$ cat src/rtl/mem_access_unit.sv
// Four-state sequencer (IDLE/SETUP/ACCESS/DONE) between the controller and the 128x32 data memory.
// Optional MAU_INTERNAL_PC_EN: adds pc_out; fetches then read from pc_out and auto-increment it.
module mem_access_unit #(
  parameter int ADDR_W    = 8,
  parameter int DATA_W    = 32,
  parameter int WDATA_W   = 8,
  parameter int MEM_DEPTH = 128
) (
  input  logic               clk,
  input  logic               reset,
  input  logic               req,
  input  logic [1:0]         op,
  input  logic [ADDR_W-1:0]  addr_in,
  input  logic [WDATA_W-1:0] wdata_in,
  output logic               busy,
  output logic               done,
  output logic               err,
  output logic [DATA_W-1:0]  ir_out,
  output logic [DATA_W-1:0]  mdr_out,
  output logic [ADDR_W-1:0]  mem_addr,
  output logic [WDATA_W-1:0] mem_wdata,
  output logic               mem_we,
  input  logic [DATA_W-1:0]  mem_rdata
`ifdef MAU_INTERNAL_PC_EN
  ,
  output logic [ADDR_W-1:0]  pc_out
`endif
);

  localparam logic [1:0] OP_FETCH = 2'b00;
  localparam logic [1:0] OP_LOAD  = 2'b01;
  localparam logic [1:0] OP_STORE = 2'b10;
  localparam logic [1:0] OP_RSVD  = 2'b11;
  localparam logic [ADDR_W:0] DEPTH_L = (ADDR_W + 1)'(MEM_DEPTH);

  typedef enum logic [1:0] {S_IDLE, S_SETUP, S_ACCESS, S_DONE} state_t;

  state_t               state_q, state_d;
  logic [1:0]           op_q, op_d;
  logic                 err_q, err_d;
  logic [ADDR_W-1:0]    addr_q, addr_d;
  logic [WDATA_W-1:0]   wdata_q, wdata_d;
  logic [DATA_W-1:0]    ir_q, ir_d;
  logic [DATA_W-1:0]    mdr_q, mdr_d;
  logic [ADDR_W-1:0]    req_addr;

`ifdef MAU_INTERNAL_PC_EN
  localparam logic [ADDR_W-1:0] PC_LAST = ADDR_W'(MEM_DEPTH - 1);
  logic [ADDR_W-1:0]    pc_q, pc_d;

  assign req_addr = (op == OP_FETCH) ? pc_q : addr_in;
  assign pc_out   = pc_q;
`else
  assign req_addr = addr_in;
`endif

  always_ff @(posedge clk or posedge reset) begin
    if (reset) begin
      state_q <= S_IDLE;
      op_q    <= OP_FETCH;
      err_q   <= 1'b0;
      addr_q  <= '0;
      wdata_q <= '0;
      ir_q    <= '0;
      mdr_q   <= '0;
`ifdef MAU_INTERNAL_PC_EN
      pc_q    <= '0;
`endif
    end else begin
      state_q <= state_d;
      op_q    <= op_d;
      err_q   <= err_d;
      addr_q  <= addr_d;
      wdata_q <= wdata_d;
      ir_q    <= ir_d;
      mdr_q   <= mdr_d;
`ifdef MAU_INTERNAL_PC_EN
      pc_q    <= pc_d;
`endif
    end
  end

  always_comb begin
    state_d = state_q;
    op_d    = op_q;
    err_d   = err_q;
    addr_d  = addr_q;
    wdata_d = wdata_q;
    ir_d    = ir_q;
    mdr_d   = mdr_q;
`ifdef MAU_INTERNAL_PC_EN
    pc_d    = pc_q;
`endif
    case (state_q)
      S_IDLE: begin
        if (req) begin
          op_d    = op;
          addr_d  = req_addr;
          wdata_d = wdata_in;
          err_d   = (op == OP_RSVD) || ({1'b0, req_addr} >= DEPTH_L);
          state_d = S_SETUP;
        end
      end
      S_SETUP:  state_d = S_ACCESS;
      S_ACCESS: begin
        // Read data is captured on the same edge the memory commits a store.
        if (!err_q) begin
          if (op_q == OP_FETCH) begin
            ir_d = mem_rdata;
`ifdef MAU_INTERNAL_PC_EN
            pc_d = (pc_q == PC_LAST) ? '0 : pc_q + 1'b1;
`endif
          end else if (op_q == OP_LOAD) begin
            mdr_d = mem_rdata;
          end
        end
        state_d = S_DONE;
      end
      S_DONE:   state_d = S_IDLE;
      default:  state_d = S_IDLE;
    endcase
  end

  // Outputs decode registered state only, so mem_we cannot glitch and drops with reset.
  assign busy      = (state_q != S_IDLE);
  assign done      = (state_q == S_DONE);
  assign err       = (state_q == S_DONE) && err_q;
  assign mem_we    = (state_q == S_ACCESS) && (op_q == OP_STORE) && !err_q;
  assign ir_out    = ir_q;
  assign mdr_out   = mdr_q;
  assign mem_addr  = addr_q;
  assign mem_wdata = wdata_q;

endmodule

$ cat config.mk
export PLATFORM = sky130hd
export DESIGN_NAME = mem_access_unit
export DESIGN_NICKNAME = d
export VERILOG_FILES = /design/src/rtl/mem_access_unit.sv
export SDC_FILE = /design/constraint.sdc
export NUM_CORES = 1
export LEC_CHECK = 0
export BUFFER_PORTS_ARGS = -buffer_cell sky130_fd_sc_hd__buf_2
export CELL_PAD_IN_SITES_DETAIL_PLACEMENT = 1
export CELL_PAD_IN_SITES_GLOBAL_PLACEMENT = 2
export CORE_MARGIN = 4
export CORE_UTILIZATION = 24
export CTS_CLUSTER_DIAMETER = 50
export DETAILED_ROUTE_END_ITERATION = 16
export PLACE_DENSITY = 0.65
export SLEW_MARGIN = 20
export SYNTH_ARGS = -nofsm -noshare
export SYNTH_HDL_FRONTEND = slang
export SYNTH_SLANG_ARGS = --single-unit
$ cat constraint.sdc
create_clock -name clk -period 6.6 [get_ports clk]
set_input_delay 1.32 -clock clk [delete_from_list [all_inputs] [get_ports clk]]
set_output_delay 1.32 -clock clk [all_outputs]
set_load 0.01 [all_outputs]
==> results of run 1 <==
[worst reg2reg max path, cell delays in order, from the launching register on]
cell and delay [ns]:
dfrtp_1 0.38, inv_1 0.12, ha_1 0.23, and4bb_2 0.24, buf_4 0.53, mux2_2 0.42
[power by group]
group	total, mW	internal, mW	switching [mW]	leakage (nW)
registers	0.917	0.776	0.141	1.02
logic	0.851	0.485	0.366	1.09
clock network	0.570	0.370	0.201	0.163
total	2.34	1.63	0.708	2.28
[cell usage after synthesis (all sizes together)]
| master | number |
|---|---|
| nor2 | 1 |
| ha | 4 |
| nor2b | 1 |
| and2 | 1 |
| and4bb | 2 |
| a31oi | 1 |
| inv | 4 |
| nand2 | 1 |
| mux2 | 83 |
| a21oi | 2 |
| buf | 8 |
| mux2i | 1 |
| nor4b | 1 |
| dfrtp | 85 |
[cell families (layout without fill, tap and decap cells)]
logic type      Yosys count  in the layout  share of synthesized area
compound gates            3              3                   0.004708
buf+inv                  12            159                    0.02860
flops                    85             85                     0.6155
mux                      84             84                     0.3168
simple gates              7              7                    0.01991
fa+ha+maj                 4              4                    0.01448
[layer usage]
| metal | vias to the layer above | track usage | wire length (microns) |
|---|---|---|---|
| li1 | 961 | - | - |
| met1 | 1091 | 0.1282 | 3453 |
| met2 | 83 | 0.1534 | 3720 |
| met3 | 9 | 0.03542 | 614 |
| met4 | 0 | 0.03745 | 124 |
| met5 | - | 0 | 0 |
[layout by cell type, fill, tap and decap left out, types with 2 or more instances in the layout]
cell       synthesis  final
clkbuf_16          0      9
clkinv_2           0      2
buf_2              1    136
mux2_2            43     43
inv_1              4      3
mux2_4            40     40
dfrtp_1           85     85
and4bb_2           1      2
a21oi_1            2      2
buf_4              0      2
bufinv_16          0      3
ha_1               4      4
[metrics by stage]
step / instance area, sq um / power, mW / cells
after detailed placement: 4302 / 1.798 / 506
after CTS: 4642 / 2.393 / 522
after floorplan: 3456 / 1.443 / 195
final: 4646 / 2.338 / 522
after global routing: 4646 / 2.494 / 522
after global placement: 4302 / 1.780 / 506
[layout make-up]
| cell class | count | share of cell area |
|---|---|---|
| clock inverters | 6 | 0.02397 |
| repair buffers | 139 | 0.1522 |
| flip-flops and latches | 85 | 0.4579 |
| clock buffers | 10 | 0.04929 |
| multi-input cells | 98 | 0.2647 |
| inverters | 4 | 0.003501 |
| well taps | 180 | 0.04848 |
[worst paths after layout]
path	endpoint	slack [ns]	cells past startpoint
max in group asynchronous	mem_addr[6]	4.87	3
worst max-delay path	mem_we	3.86	4
worst max register to register	mdr_out[31]	4.57	5
worst min-delay path	ir_out[16]	0.50	1
worst min register to register	ir_out[16]	0.50	1
min in group asynchronous	mdr_out[15]	1.20	3
[registers in the layout (all words and copies together) (netlist names)]
| register | cells |
|---|---|
| err_q | 1 |
| ir_out | 32 |
| mdr_out | 32 |
| mem_addr | 8 |
| mem_wdata | 8 |
| op_q | 2 |
| state_q | 2 |
==> out/metrics.cfg, run 1 <==
[clock_network]
cts_hold_buf=0
cts_root_buf=clkbuf_16
clock_latency_ns=0.33
clkTransAtPathRegs_ns=0.06
postCtsResizedCells=0
cts_tree=done
cts_setup_buffers=0
cts.path.max_buffers=2
cts_inserted_buffers=9
htree_levels=3
cts_sinks=85

[synthesis]
ys_ff_latch=85
yosysWarnings=0
synth.largest_area_cell=dfrtp_1
synth_area_sq_mm=0.003456
ys_seq_area_frac=0.6155
synth_top_area_share=0.6155
synthCells=195
ys_types=17
synth.net_count=252
syn_area_per_cell_sq_um=17.72
synth.area.top_cells=dfrtp_1, mux2_4, mux2_2

[pwr]
p_leak_nw=2.277
irDropWorstVdd_uv=241.5
p_per_area_mw_per_mm2=503.3

[sta]
rsz0062_at_grt=false
tns_ns=0
period_needed_ns=2.742
post-route-period-util=0.4155
layout_setup_ws_ns=3.858
slew_viol_final=0
tightest_slew_ns=0.7833
relSlewSlack=0.4778
finClkSkew_ns=0.003077
final-setup-viol-count=0
max_freq_mhz=364.6
fin_hold_ws_ns=0.5007
hold_viol=0

[worst_setup_path]
crit_fanout=4
critPathTopFamily=flip-flops
worstSetupPathType=reg2out
cp-start-kind=flip-flop
r2r-start=state_q[0]
cp.arrival_ns=1.42
path_buf_inv=2
crit_required_ns=5.28
critPathLaunch=state_q[0]
crit_chain=inv_1 -> ha_1 -> and4bb_2 -> buf_2
critPathMaxStageDelay_ns=0.38
endpoint_kind=output pin
critPathSlowestCell=dfrtp_1

[cells_and_area]
nFillCells=1538
nets=394
multi_input_area_sq_mm=0.001230
regArea_sq_mm=0.002127
drive_above_1_share=0.7047
final_util=0.3321
syn_to_final_growth_pct=34.43
antenna_cells=0

[global_routing]
grt_max_degree=86
grt_overflow_total=0
grt_pass1_wl_microns=12700
track_usage=0.09944
grt_pass1_vias=2359
grt_antenna_before_repair=0

[floorplan]
core_sq_mm=0.01399
die-area_sq_mm=0.01638
die_y_microns=128.0
ios=137
rows=43
die_w_microns=128.0
start_util=0.2470

[run]
cap_violations=0

[drt]
via_per_inst=4.107
dr.pass1.iters=3
dr_total_vias=2144
remaining_drc_errors=0
wirelength_microns=7912
ant_nets=0
wl_per_cell_microns=15.16
drt_iter0_drc=75

[status]
status=finished, final reports clean

[place]
gp_congestion=0.6973
dp_hpwl_microns=5522
post-place-ws_ns=4.045
numPortBuffers=136

[min_path]
holdCritStartpoint=ir_out[16]
hold_class=reg2reg

Note: power is estimated with default switching activity, not from simulation.
==> inputs of run 2 (changes only) <==
--- a/config.mk
+++ b/config.mk
@@ -12,7 +12,7 @@
 export CORE_UTILIZATION = 24
 export CTS_CLUSTER_DIAMETER = 50
 export DETAILED_ROUTE_END_ITERATION = 16
-export PLACE_DENSITY = 0.65
+export PLACE_DENSITY = 0.67
 export SLEW_MARGIN = 20
 export SYNTH_ARGS = -nofsm -noshare
 export SYNTH_HDL_FRONTEND = slang
==> constraint.sdc (replaced) <==
create_clock -name clk -period 2.46 [get_ports clk]
set_input_delay 0.492 -clock clk [delete_from_list [all_inputs] [get_ports clk]]
set_output_delay 0.492 -clock clk [all_outputs]
set_load 0.01 [all_outputs]
==> run 2 against run 1 <==
Net effect:
- sequential share of layout area shrank 0.29 points
- via count is essentially flat
- power grew to 2.7 times the previous value
- global-route usage grew 0.72 points
- largest power group unchanged
- sequential cell count is the same
- register-to-register slack lost 4.0 ns
==> out/metrics.cfg, run 2 (synthesis gave the netlist of run 1 again) <==
[status]
status=finished, final reports clean

[floorplan]
core_sq_mm=0.01399  ; unchanged
start_util=0.2470  ; unchanged
rows=43  ; unchanged
die_w_microns=128.0  ; unchanged
ios=137  ; unchanged
die-area_sq_mm=0.01638  ; unchanged
die_y_microns=128.0  ; unchanged

[drt]
dr_total_vias=2146  ; +0.093%
dr.pass1.iters=2  ; -1
via_per_inst=4.095  ; -0.29%
ant_nets=0  ; unchanged
drt_iter0_drc=72  ; -4.0%
wirelength_microns=8451  ; +6.8%
wl_per_cell_microns=16.13  ; +6.4%
remaining_drc_errors=0  ; unchanged

[clock_network]
cts.path.max_buffers=2  ; unchanged
clock_latency_ns=0.34  ; about the same
cts_root_buf=clkbuf_16
cts_tree=done
postCtsResizedCells=0  ; unchanged
clkTransAtPathRegs_ns=0.06  ; about the same
cts_sinks=85  ; unchanged
cts_hold_buf=0  ; unchanged
cts_inserted_buffers=9  ; unchanged
cts_setup_buffers=0  ; unchanged
htree_levels=3  ; unchanged

[place]
dp_hpwl_microns=5999  ; +8.6%
placedCellCount=509  ; +0.59%
gp_congestion=0.6518  ; -6.5%
numPortBuffers=136  ; unchanged

[sta]
post-route-period-util=0.8058
tns_ns=0  ; unchanged
hold_viol=0  ; unchanged
relSlewSlack=0.6949  ; +0.2171
tightest_slew_ns=0.4577  ; -0.3257 ns
rsz0062_at_grt=false
final-setup-viol-count=0  ; unchanged
finClkSkew_ns=0.005508  ; +0.002431 ns
slew_viol_final=0  ; unchanged
period_needed_ns=1.982
max_freq_mhz=504.5

[cells_and_area]
final_common_cell=buf_2
antenna_cells=0  ; unchanged
drive_above_1_share=0.7093  ; +0.004624
fin_cells=524  ; +0.38%
nets=397  ; +0.76%
nFillCells=1510  ; -1.8%
multi_input_area_sq_mm=0.001230  ; unchanged
regArea_sq_mm=0.002127  ; unchanged
layout_common_cells=buf_2, dfrtp_1, mux2_2
syn_to_final_growth_pct=35.30

[worst_setup_path]
endpoint_kind=output pin
critPathSlowestCell=dfrtp_1
critPathMaxStageDelay_ns=0.38  ; about the same
cp.arrival_ns=1.49  ; +0.07 ns
crit_fanout=4  ; unchanged
cp-start-kind=flip-flop
crit_chain=inv_1 -> ha_1 -> and4bb_2 -> buf_2
crit_required_ns=1.97  ; -3.31 ns
worstSetupPathType=reg2out

[global_routing]
grt_pass1_wl_microns=13460  ; +6.0%
grt_max_degree=86  ; unchanged
grt_pass1_vias=2421  ; +2.6%
track_usage=0.1067  ; +0.007228
grt_overflow_total=0  ; unchanged
grt_antenna_before_repair=0  ; unchanged

[run]
cap_violations=0  ; unchanged

[pwr]
p_per_area_mw_per_mm2=1357  ; +170%
p_leak_nw=2.291  ; +0.61%
irDropWorstVdd_uv=558.1  ; +130%

[min_path]
hold_class=in2async

[run 2: cell types whose count changed in the layout (fill, tap and decap cells not counted), sizes merged]
cell	previous run	this run
inv	3	4
clkbuf	10	9
clkinvlp	1	2
clkinv	3	1
buf	139	142
[run 2: critical path, delay by kind of cell (launching register included)]
| family | cells | cell delay [ns] |
|---|---|---|
| fa+ha+maj | 1 | 0.26 |
| flops | 1 | 0.38 |
| simple gates | 1 | 0.26 |
| buf+inv | 2 | 0.25 |
[run 2: layout make-up]
class / instances / area share
clock buffer: 9 / 0.04817
clock inverter: 6 / 0.02382
inverter: 4 / 0.004014
multi-input combinational: 98 / 0.2630
sequential: 85 / 0.4549
tap: 180 / 0.04817
timing repair buffer: 142 / 0.1579
[run 2: through the flow]
step	cell area [sq um]	power (mW)	hold slack [ns]	util	setup slack, ns
detailed placement	4339	4.863	0.4885	0.3102	0.6189
CTS	4676	6.491	0.2846	0.3343	0.4459
global placement	4339	4.787	0.4829	0.3102	0.6979
global route	4676	6.757	0.3187	0.3343	0.3997
floorplan	3460	3.871	0.5329	-	0.8138
finish	4676	6.344	0.2814	0.3343	0.4778
[run 2: final timing paths]
path / startpoint / cells past startpoint / to / slack (ns)
max: state_q[0] / 4 / mem_we / 0.48
min: reset / 3 / ir_out[12] / 0.28
max reg2reg: state_q[0] / 5 / ir_out[1] / 0.61
min reg2reg: mem_wdata[6] / 1 / mem_wdata[6] / 0.50
max in group asynchronous: reset / 3 / ir_out[24] / 1.83
min in group clk: addr_in[2] / 2 / mem_addr[2] / 0.38
[run 2: routing by layer]
metal  part of all wire  wire length (microns)  vias to the layer above  GRT usage
met1               0.41                   3438                     1079     0.1260
met4              0.016                    132                        0    0.04307
met5                  0                      0                        -          0
met2               0.49                   4137                       88     0.1707
li1                   -                      -                      971          -
met3              0.088                    742                        8    0.04625
[run 2: power by group]
group	leakage, nW	internal (mW)	switching, mW
Clock	0.162	0.988	0.571
Sequential	1.02	2.08	0.392
Combinational	1.11	1.31	1.00
